### config.mk
export PLATFORM = sky130hd
export DESIGN_NAME = truth_table_sweeper_flat
export DESIGN_NICKNAME = d
export VERILOG_FILES = /design/src/rtl/truth_table_sweeper_pkg.sv /design/src/rtl/truth_table_sweeper_if.sv /design/src/rtl/truth_table_sweeper_settle_timer.sv /design/src/rtl/truth_table_sweeper.sv /design/src/flat_wrapper.sv
export SDC_FILE = /design/constraint.sdc
export NUM_CORES = 1
export LEC_CHECK = 0
export CAP_MARGIN = 25
export CORE_MARGIN = 10
export CORE_UTILIZATION = 50
export CTS_CLUSTER_SIZE = 10
export DETAILED_ROUTE_END_ITERATION = 16
export GPL_TIMING_DRIVEN = 0
export PLACE_DENSITY = 0.8
export REMOVE_ABC_BUFFERS = 1
export SLEW_MARGIN = 20
export SYNTH_ARGS = -nofsm -noshare
export SYNTH_HDL_FRONTEND = slang
export SYNTH_HIERARCHICAL = 1
export SYNTH_SLANG_ARGS = --single-unit
### constraint.sdc
create_clock -name clk -period 4.7 [get_ports clk]
set_clock_uncertainty 0.1 [all_clocks]
set_input_delay 1.175 -clock clk [delete_from_list [all_inputs] [get_ports clk]]
set_output_delay 1.175 -clock clk [all_outputs]
set_load 0.01 [all_outputs]
### src/rtl/truth_table_sweeper_pkg.sv
// Shared definitions for the truth-table sweeper: FSM encoding and width helpers.
package truth_table_sweeper_pkg;

    typedef enum logic [1:0] {
        ST_IDLE   = 2'd0,
        ST_SETTLE = 2'd1,
        ST_SAMPLE = 2'd2,
        ST_DONE   = 2'd3
    } sweep_state_e;

    localparam int N_IN_MIN = 1;
    localparam int N_IN_MAX = 6;

    function automatic int clog2(input int value);
        int result;
        result = 0;
        while ((1 << result) < value) begin
            result++;
        end
        return result;
    endfunction

    // Counter width that never collapses to zero bits.
    function automatic int cnt_width(input int max_count);
        int w;
        w = clog2(max_count + 1);
        return (w < 1) ? 1 : w;
    endfunction

endpackage

### src/rtl/truth_table_sweeper_if.sv
// Control/status and DUT-facing signals of the sweeper; slave = sweeper side.
interface truth_table_sweeper_if #(
    parameter int N_IN = 3
) ();
    localparam int TW = 1 << N_IN;

    logic            start;
    logic            abort;
    logic            f_in;
    logic [N_IN-1:0] a_out;
    logic            busy;
    logic            done;
    logic            pass;
    logic [TW-1:0]   truth_tbl;
    logic [N_IN-1:0] first_fail;

    modport master (
        output start, abort, f_in,
        input  a_out, busy, done, pass, truth_tbl, first_fail
    );

    modport slave (
        input  start, abort, f_in,
        output a_out, busy, done, pass, truth_tbl, first_fail
    );
endinterface

### src/rtl/truth_table_sweeper_settle_timer.sv
// Loadable down-counter timing how long each code is held before sampling.
module truth_table_sweeper_settle_timer
    import truth_table_sweeper_pkg::*;
#(
    parameter int SETTLE_CYC = 2
) (
    input  logic clk,
    input  logic rst_n,
    input  logic load,
    output logic expire
);
    localparam int              CW     = cnt_width(SETTLE_CYC);
    localparam logic [CW-1:0]   RELOAD = CW'(SETTLE_CYC - 1);

    logic [CW-1:0] cnt_q;
    logic [CW-1:0] cnt_d;

    // Held at the reload value while not settling, so the first settle cycle sees it.
    always_comb begin
        cnt_d = cnt_q;
        if (load) begin
            cnt_d = RELOAD;
        end else if (cnt_q != '0) begin
            cnt_d = cnt_q - 1'b1;
        end
    end

    always_ff @(posedge clk or negedge rst_n) begin
        if (!rst_n) begin
            cnt_q <= '0;
        end else begin
            cnt_q <= cnt_d;
        end
    end

    assign expire = (cnt_q == '0);

endmodule

### src/rtl/truth_table_sweeper.sv
// Drives every input code into a small gate block, captures its truth table and grades it.
module truth_table_sweeper
    import truth_table_sweeper_pkg::*;
#(
    parameter int                   N_IN        = 3,
    parameter int                   SETTLE_CYC  = 2,
    parameter logic [(1<<N_IN)-1:0] EXPECTED_TT = 8'h80
) (
    input  logic                 clk,
    input  logic                 rst_n,
    truth_table_sweeper_if.slave sw
);
    localparam int              TW       = 1 << N_IN;
    localparam logic [N_IN-1:0] LAST_IDX = '1;
    localparam sweep_state_e    ENTRY_ST = (SETTLE_CYC == 0) ? ST_SAMPLE : ST_SETTLE;

    sweep_state_e    state_q, state_d;
    logic [N_IN-1:0] idx_q, idx_d;
    logic [TW-1:0]   tbl_q, tbl_d;
    logic            pass_q, pass_d;
    logic [N_IN-1:0] ff_q, ff_d;

    logic            settle_expire;
    logic [TW-1:0]   cap_tbl;
    logic [TW-1:0]   miss;
    logic [N_IN-1:0] miss_idx;

    generate
        if (SETTLE_CYC > 0) begin : g_timer
            logic settle_load;
            assign settle_load = (state_q != ST_SETTLE);

            truth_table_sweeper_settle_timer #(
                .SETTLE_CYC (SETTLE_CYC)
            ) u_timer (
                .clk    (clk),
                .rst_n  (rst_n),
                .load   (settle_load),
                .expire (settle_expire)
            );
        end else begin : g_no_timer
            assign settle_expire = 1'b1;
        end
    endgenerate

    // Table as it would look after capturing f_in at the current index.
    generate
        for (genvar gi = 0; gi < TW; gi++) begin : g_cap
            assign cap_tbl[gi] = (idx_q == N_IN'(gi)) ? sw.f_in : tbl_q[gi];
        end
    endgenerate

    assign miss = cap_tbl ^ EXPECTED_TT;

    always_comb begin
        miss_idx = '0;
        for (int k = TW - 1; k >= 0; k--) begin
            if (miss[k]) begin
                miss_idx = N_IN'(k);
            end
        end
    end

    always_comb begin
        state_d = state_q;
        idx_d   = idx_q;
        tbl_d   = tbl_q;
        pass_d  = pass_q;
        ff_d    = ff_q;

        unique case (state_q)
            ST_IDLE, ST_DONE: begin
                if (state_q == ST_DONE) begin
                    state_d = ST_IDLE;
                end
                if (sw.start && !sw.abort) begin
                    state_d = ENTRY_ST;
                    idx_d   = '0;
                    tbl_d   = '0;
                    pass_d  = 1'b0;
                    ff_d    = '0;
                end
            end
            ST_SETTLE: begin
                if (sw.abort) begin
                    state_d = ST_IDLE;
                    idx_d   = '0;
                    pass_d  = 1'b0;
                end else if (settle_expire) begin
                    state_d = ST_SAMPLE;
                end
            end
            ST_SAMPLE: begin
                // Abort beats both the capture and completion on the final code.
                if (sw.abort) begin
                    state_d = ST_IDLE;
                    idx_d   = '0;
                    pass_d  = 1'b0;
                end else begin
                    tbl_d = cap_tbl;
                    if (idx_q == LAST_IDX) begin
                        state_d = ST_DONE;
                        pass_d  = (miss == '0);
                        ff_d    = miss_idx;
                    end else begin
                        state_d = ENTRY_ST;
                        idx_d   = idx_q + 1'b1;
                    end
                end
            end
        endcase
    end

    always_ff @(posedge clk or negedge rst_n) begin
        if (!rst_n) begin
            state_q <= ST_IDLE;
            idx_q   <= '0;
            tbl_q   <= '0;
            pass_q  <= 1'b0;
            ff_q    <= '0;
        end else begin
            state_q <= state_d;
            idx_q   <= idx_d;
            tbl_q   <= tbl_d;
            pass_q  <= pass_d;
            ff_q    <= ff_d;
        end
    end

    assign sw.a_out      = idx_q;
    assign sw.busy       = (state_q == ST_SETTLE) || (state_q == ST_SAMPLE);
    assign sw.done       = (state_q == ST_DONE);
    assign sw.pass       = pass_q;
    assign sw.truth_tbl  = tbl_q;
    assign sw.first_fail = ff_q;

endmodule
### src/flat_wrapper.sv
// flat-port wrapper written by rule: the top's interface ports become plain ports
module truth_table_sweeper_flat import truth_table_sweeper_pkg::*;
#(
    parameter int                   N_IN        = 3,
    parameter int                   SETTLE_CYC  = 2,
    parameter logic [(1<<N_IN)-1:0] EXPECTED_TT = 8'h80
)
  (clk, rst_n, sw_start, sw_abort, sw_f_in, sw_a_out, sw_busy, sw_done, sw_pass, sw_truth_tbl, sw_first_fail);
  truth_table_sweeper_if #(.N_IN(N_IN)) sw_i ();
  input  logic clk;
  input  logic rst_n;
  input wire logic [$bits(sw_i.start)-1:0] sw_start;
  input wire logic [$bits(sw_i.abort)-1:0] sw_abort;
  input wire logic [$bits(sw_i.f_in)-1:0] sw_f_in;
  output wire logic [$bits(sw_i.a_out)-1:0] sw_a_out;
  output wire logic [$bits(sw_i.busy)-1:0] sw_busy;
  output wire logic [$bits(sw_i.done)-1:0] sw_done;
  output wire logic [$bits(sw_i.pass)-1:0] sw_pass;
  output wire logic [$bits(sw_i.truth_tbl)-1:0] sw_truth_tbl;
  output wire logic [$bits(sw_i.first_fail)-1:0] sw_first_fail;
  assign sw_i.start = sw_start;
  assign sw_i.abort = sw_abort;
  assign sw_i.f_in = sw_f_in;
  assign sw_a_out = sw_i.a_out;
  assign sw_busy = sw_i.busy;
  assign sw_done = sw_i.done;
  assign sw_pass = sw_i.pass;
  assign sw_truth_tbl = sw_i.truth_tbl;
  assign sw_first_fail = sw_i.first_fail;
  truth_table_sweeper #(.N_IN(N_IN), .SETTLE_CYC(SETTLE_CYC), .EXPECTED_TT(EXPECTED_TT)) u_core (.clk(clk), .rst_n(rst_n), .sw(sw_i));
endmodule
==> impl_results.md <==
- FP Rows: 18
- Gr ovfl total: 0
- IR Drop Worst-Case VDD: 0.235 mV
- Sequential power share: 0.466
- First-pass GRT wire length: between 4000 and 5000 um
- Main flop type after synthesis: dfrtp_1
- Initial core utilization: 0.521
- Root buf cell: clkbuf_4
- Wire length per cell: approximately 15 um
- Sequential share of the synthesized area: 0.369
- Static leakage: 0.697 nW
- Die width: 70.8 um
- 1st-iter DRT viols: 96
- Clock tree buffer depth: 2
- Fmax: ~0.33 GHz
- Synth async-reset ratio: 1.00
- Gpl congestion: 0.895
- Top cell type's share of synthesized area: 0.369
- CP top delay family: buffers and inverters
- Register area: 475 um2
- Critical path class: reg2out
- Post-route ant nets: 0
- Sw Share: 0.333
- Share of cells above drive strength 1: 0.0533
- Diode count: 0
- GRT Total Usage: 0.113
- Maximum capacitance violations: 0
- Crit path largest cell delay: 0.55 ns
- Synth warn: 6
- Initial antenna violation count: 0
- Ranking of synthesized cells by area: dfrtp_1 37%, ha_1 9.7%, o21ai_0 7.8%, nand2_1 4.7%, nand2b_1 4.4%
- Hold_ws: 0.408 ns
- Fin Setup TNS: 0 ns
- Crit path DAT: 1.75 ns
- Post-CTS repair timing setup buffer count: 0
- Hold-fix buffers, CTS: 0
- Reg clk slew, reported paths: approximately 0.11 ns
- Core ar.: 2480 um2
- Final WL: 2910 um
- Post-synthesis average cell area: 8.78 um2
- Fin crit share: 0.643
- Die Ht: 70.8 um
- Reg2reg setup slack: ~2.4 ns
- CTS sink cnt: 19
- Setup violations, final: 0
- Boundary Pins: 22
- Via count: 1,149
- Power density cells: 257 nW/um2
- Post-detail-place hpwl: 2250 um
- Critical Path End Type: output pin
- Crit-path cells: inv_1, ha_1, inv_1, clkdlybuf4s50_1
- Post-route non-filler standard cell count: just under 200
- Most frequent cell after synthesis: o21ai_0
- #FFs+latches synth: 19
- Finished Cell Area: 1540 um2
- Synthesized instance count: 147
- Final WS setup: 1.68 ns
- Placed Area: 1520 um2
- Clock latency on the worst-skew pair: roughly 0.29 ns
- Worst-Margin Slew: between 0.8 and 0.9 ns
- H-tree levels: 1
- Area grow syn2layout: 19.7%
- Placed insts: 195
- Distinct cells, synth: 35
- Largest net degree at the start of global routing: 20
- Post-synth EDFFs: 0
- Drt drc: 0
- Critical path fanouts, max: 4
- TritonCTS clock tree: yes
- Logic pwr share: 0.328
- Internal Pwr Total: 265 uW
- Slowest-stage cell, CP: clkdlybuf4s50_1
- Vias in the first global route: 1,096
- Cell mode on critical path: inv_1
- Min Tclk post-route: 3.02 ns
- Fillers: 217
- CTS Buf Count: 3
- Status: finished, final reports clean
- Die Area: between 5000 and 6000 um2
- Data required, critical path: 3.42 ns
- HP Class: reg2reg
- Post-layout util: 0.623
- Buffers & Inverters on Critical Path: 3
- Design Power: 397 uW
- Final Max Tran Viols: 0
- Post_cts resized: 0
- Vias per inst: 5.77
- Relative slew slack: 0.406
- Startpoint types: flip-flop
- DR pass1 iterations: 4
- Final nets: 185
- List of most frequent post-synthesis cells: 20 x o21ai_0, 19 x dfrtp_1, 16 x nand2_1
- Post-Synthesis Cell Area: 1290 um2
- Clock power frac: 0.206
- Fin. Hold Viols: 0
- Port Buf Inserts: 21
- P_sw: 132 uW
- Area leader, netlist: dfrtp_1
- Unrepaired setup endpoints after global routing: no
- Place WS: 1.58 ns
- Area of the multi-input gates: ~750 um2
## final timing paths
| kind | from | to | cells past startpoint |
|---|---|---|---|
| setup / recovery | u_core/state_q[0] | sw_busy | 4 |
| hold / removal | u_core/sw.first_fail[0] | u_core/sw.first_fail[0] | 1 |
| setup reg to reg | u_core/sw.a_out[2] | u_core/sw.first_fail[0] | 6 |
| hold reg to reg | u_core/sw.first_fail[0] | u_core/sw.first_fail[0] | 1 |
| max in group asynchronous | rst_n | u_core/g_timer.u_timer/cnt_q[0] | 1 |
| min in group asynchronous | rst_n | u_core/sw.truth_tbl[1] | 1 |
## worst register-to-register path, stage by stage, from the launching register on
cell and delay [ns]:
dfrtp_1 0.65, inv_2 0.14, ha_1 0.30, a21o_1 0.19
a2111oi_2 0.39, o21ai_1 0.13, a32o_1 0.27
## logic make-up after synthesis
| group | after synthesis | share of synthesized area |
|---|---|---|
| simple gates | 47 | 0.182 |
| mux | 4 | 0.0320 |
| fa+ha+maj | 10 | 0.0970 |
| compound gates | 51 | 0.263 |
| flops | 19 | 0.369 |
| xor+xnor | 1 | 0.00679 |
| buf+inv | 15 | 0.0504 |
## registers in the layout (all words and copies together), names as in the netlist
name	cells
u_core/sw.a_out	3
u_core/g_timer.u_timer/cnt_q	2
u_core/sw.pass	1
u_core/sw.truth_tbl	8
u_core/state_q	2
u_core/sw.first_fail	3
## layout make-up
class	count	share of cell area
Clock buffer	4	0.0170
Timing Repair Buffer	21	0.136
Sequential cell	19	0.308
Tap cell	30	0.0243
Inverter	12	0.0292
Multi-Input combinational cell	113	0.485
## cells in the final DEF, fill, tap and decap left out, drive strengths merged
cell type / n
clkdlybuf4s50: 21
o21ai: 21
dfrtp: 19
nand2: 16
inv: 12
ha: 10
nand2b: 10
a21oi: 8
nor2: 8
nor2b: 7
a21o: 4
a32o: 4
clkbuf: 4
mux2i: 3
o31ai: 3
or2: 2
a31oi: 2
nor3: 2
a21boi: 2
nand3b: 1
a221o: 1
and2: 1
a221oi: 1
a2111oi: 1
o22ai: 1
o32a: 1
mux2: 1
o41ai: 1
xor2: 1
a211oi: 1
## layer usage
metal / up-vias / part of all wire / track usage
met2: 30 / 0.49 / 0.193
met1: 560 / 0.43 / 0.131
met4: 0 / 0 / 0.0258
met5: - / 0 / 0
met3: 0 / 0.079 / 0.0418
li1: 559 / - / -
## power by group through the flow
stage	logic, mW	registers [mW]	clock network [mW]
3_3_place_gp	0.123	0.187	0
3_5_place_dp	0.129	0.188	0
5_1_grt	0.146	0.187	0.0936
4_1_cts	0.130	0.185	0.0857
6_report	0.130	0.185	0.0816
2_1_floorplan	0.0889	0.186	0
Note: power is estimated with default switching activity, not from simulation.
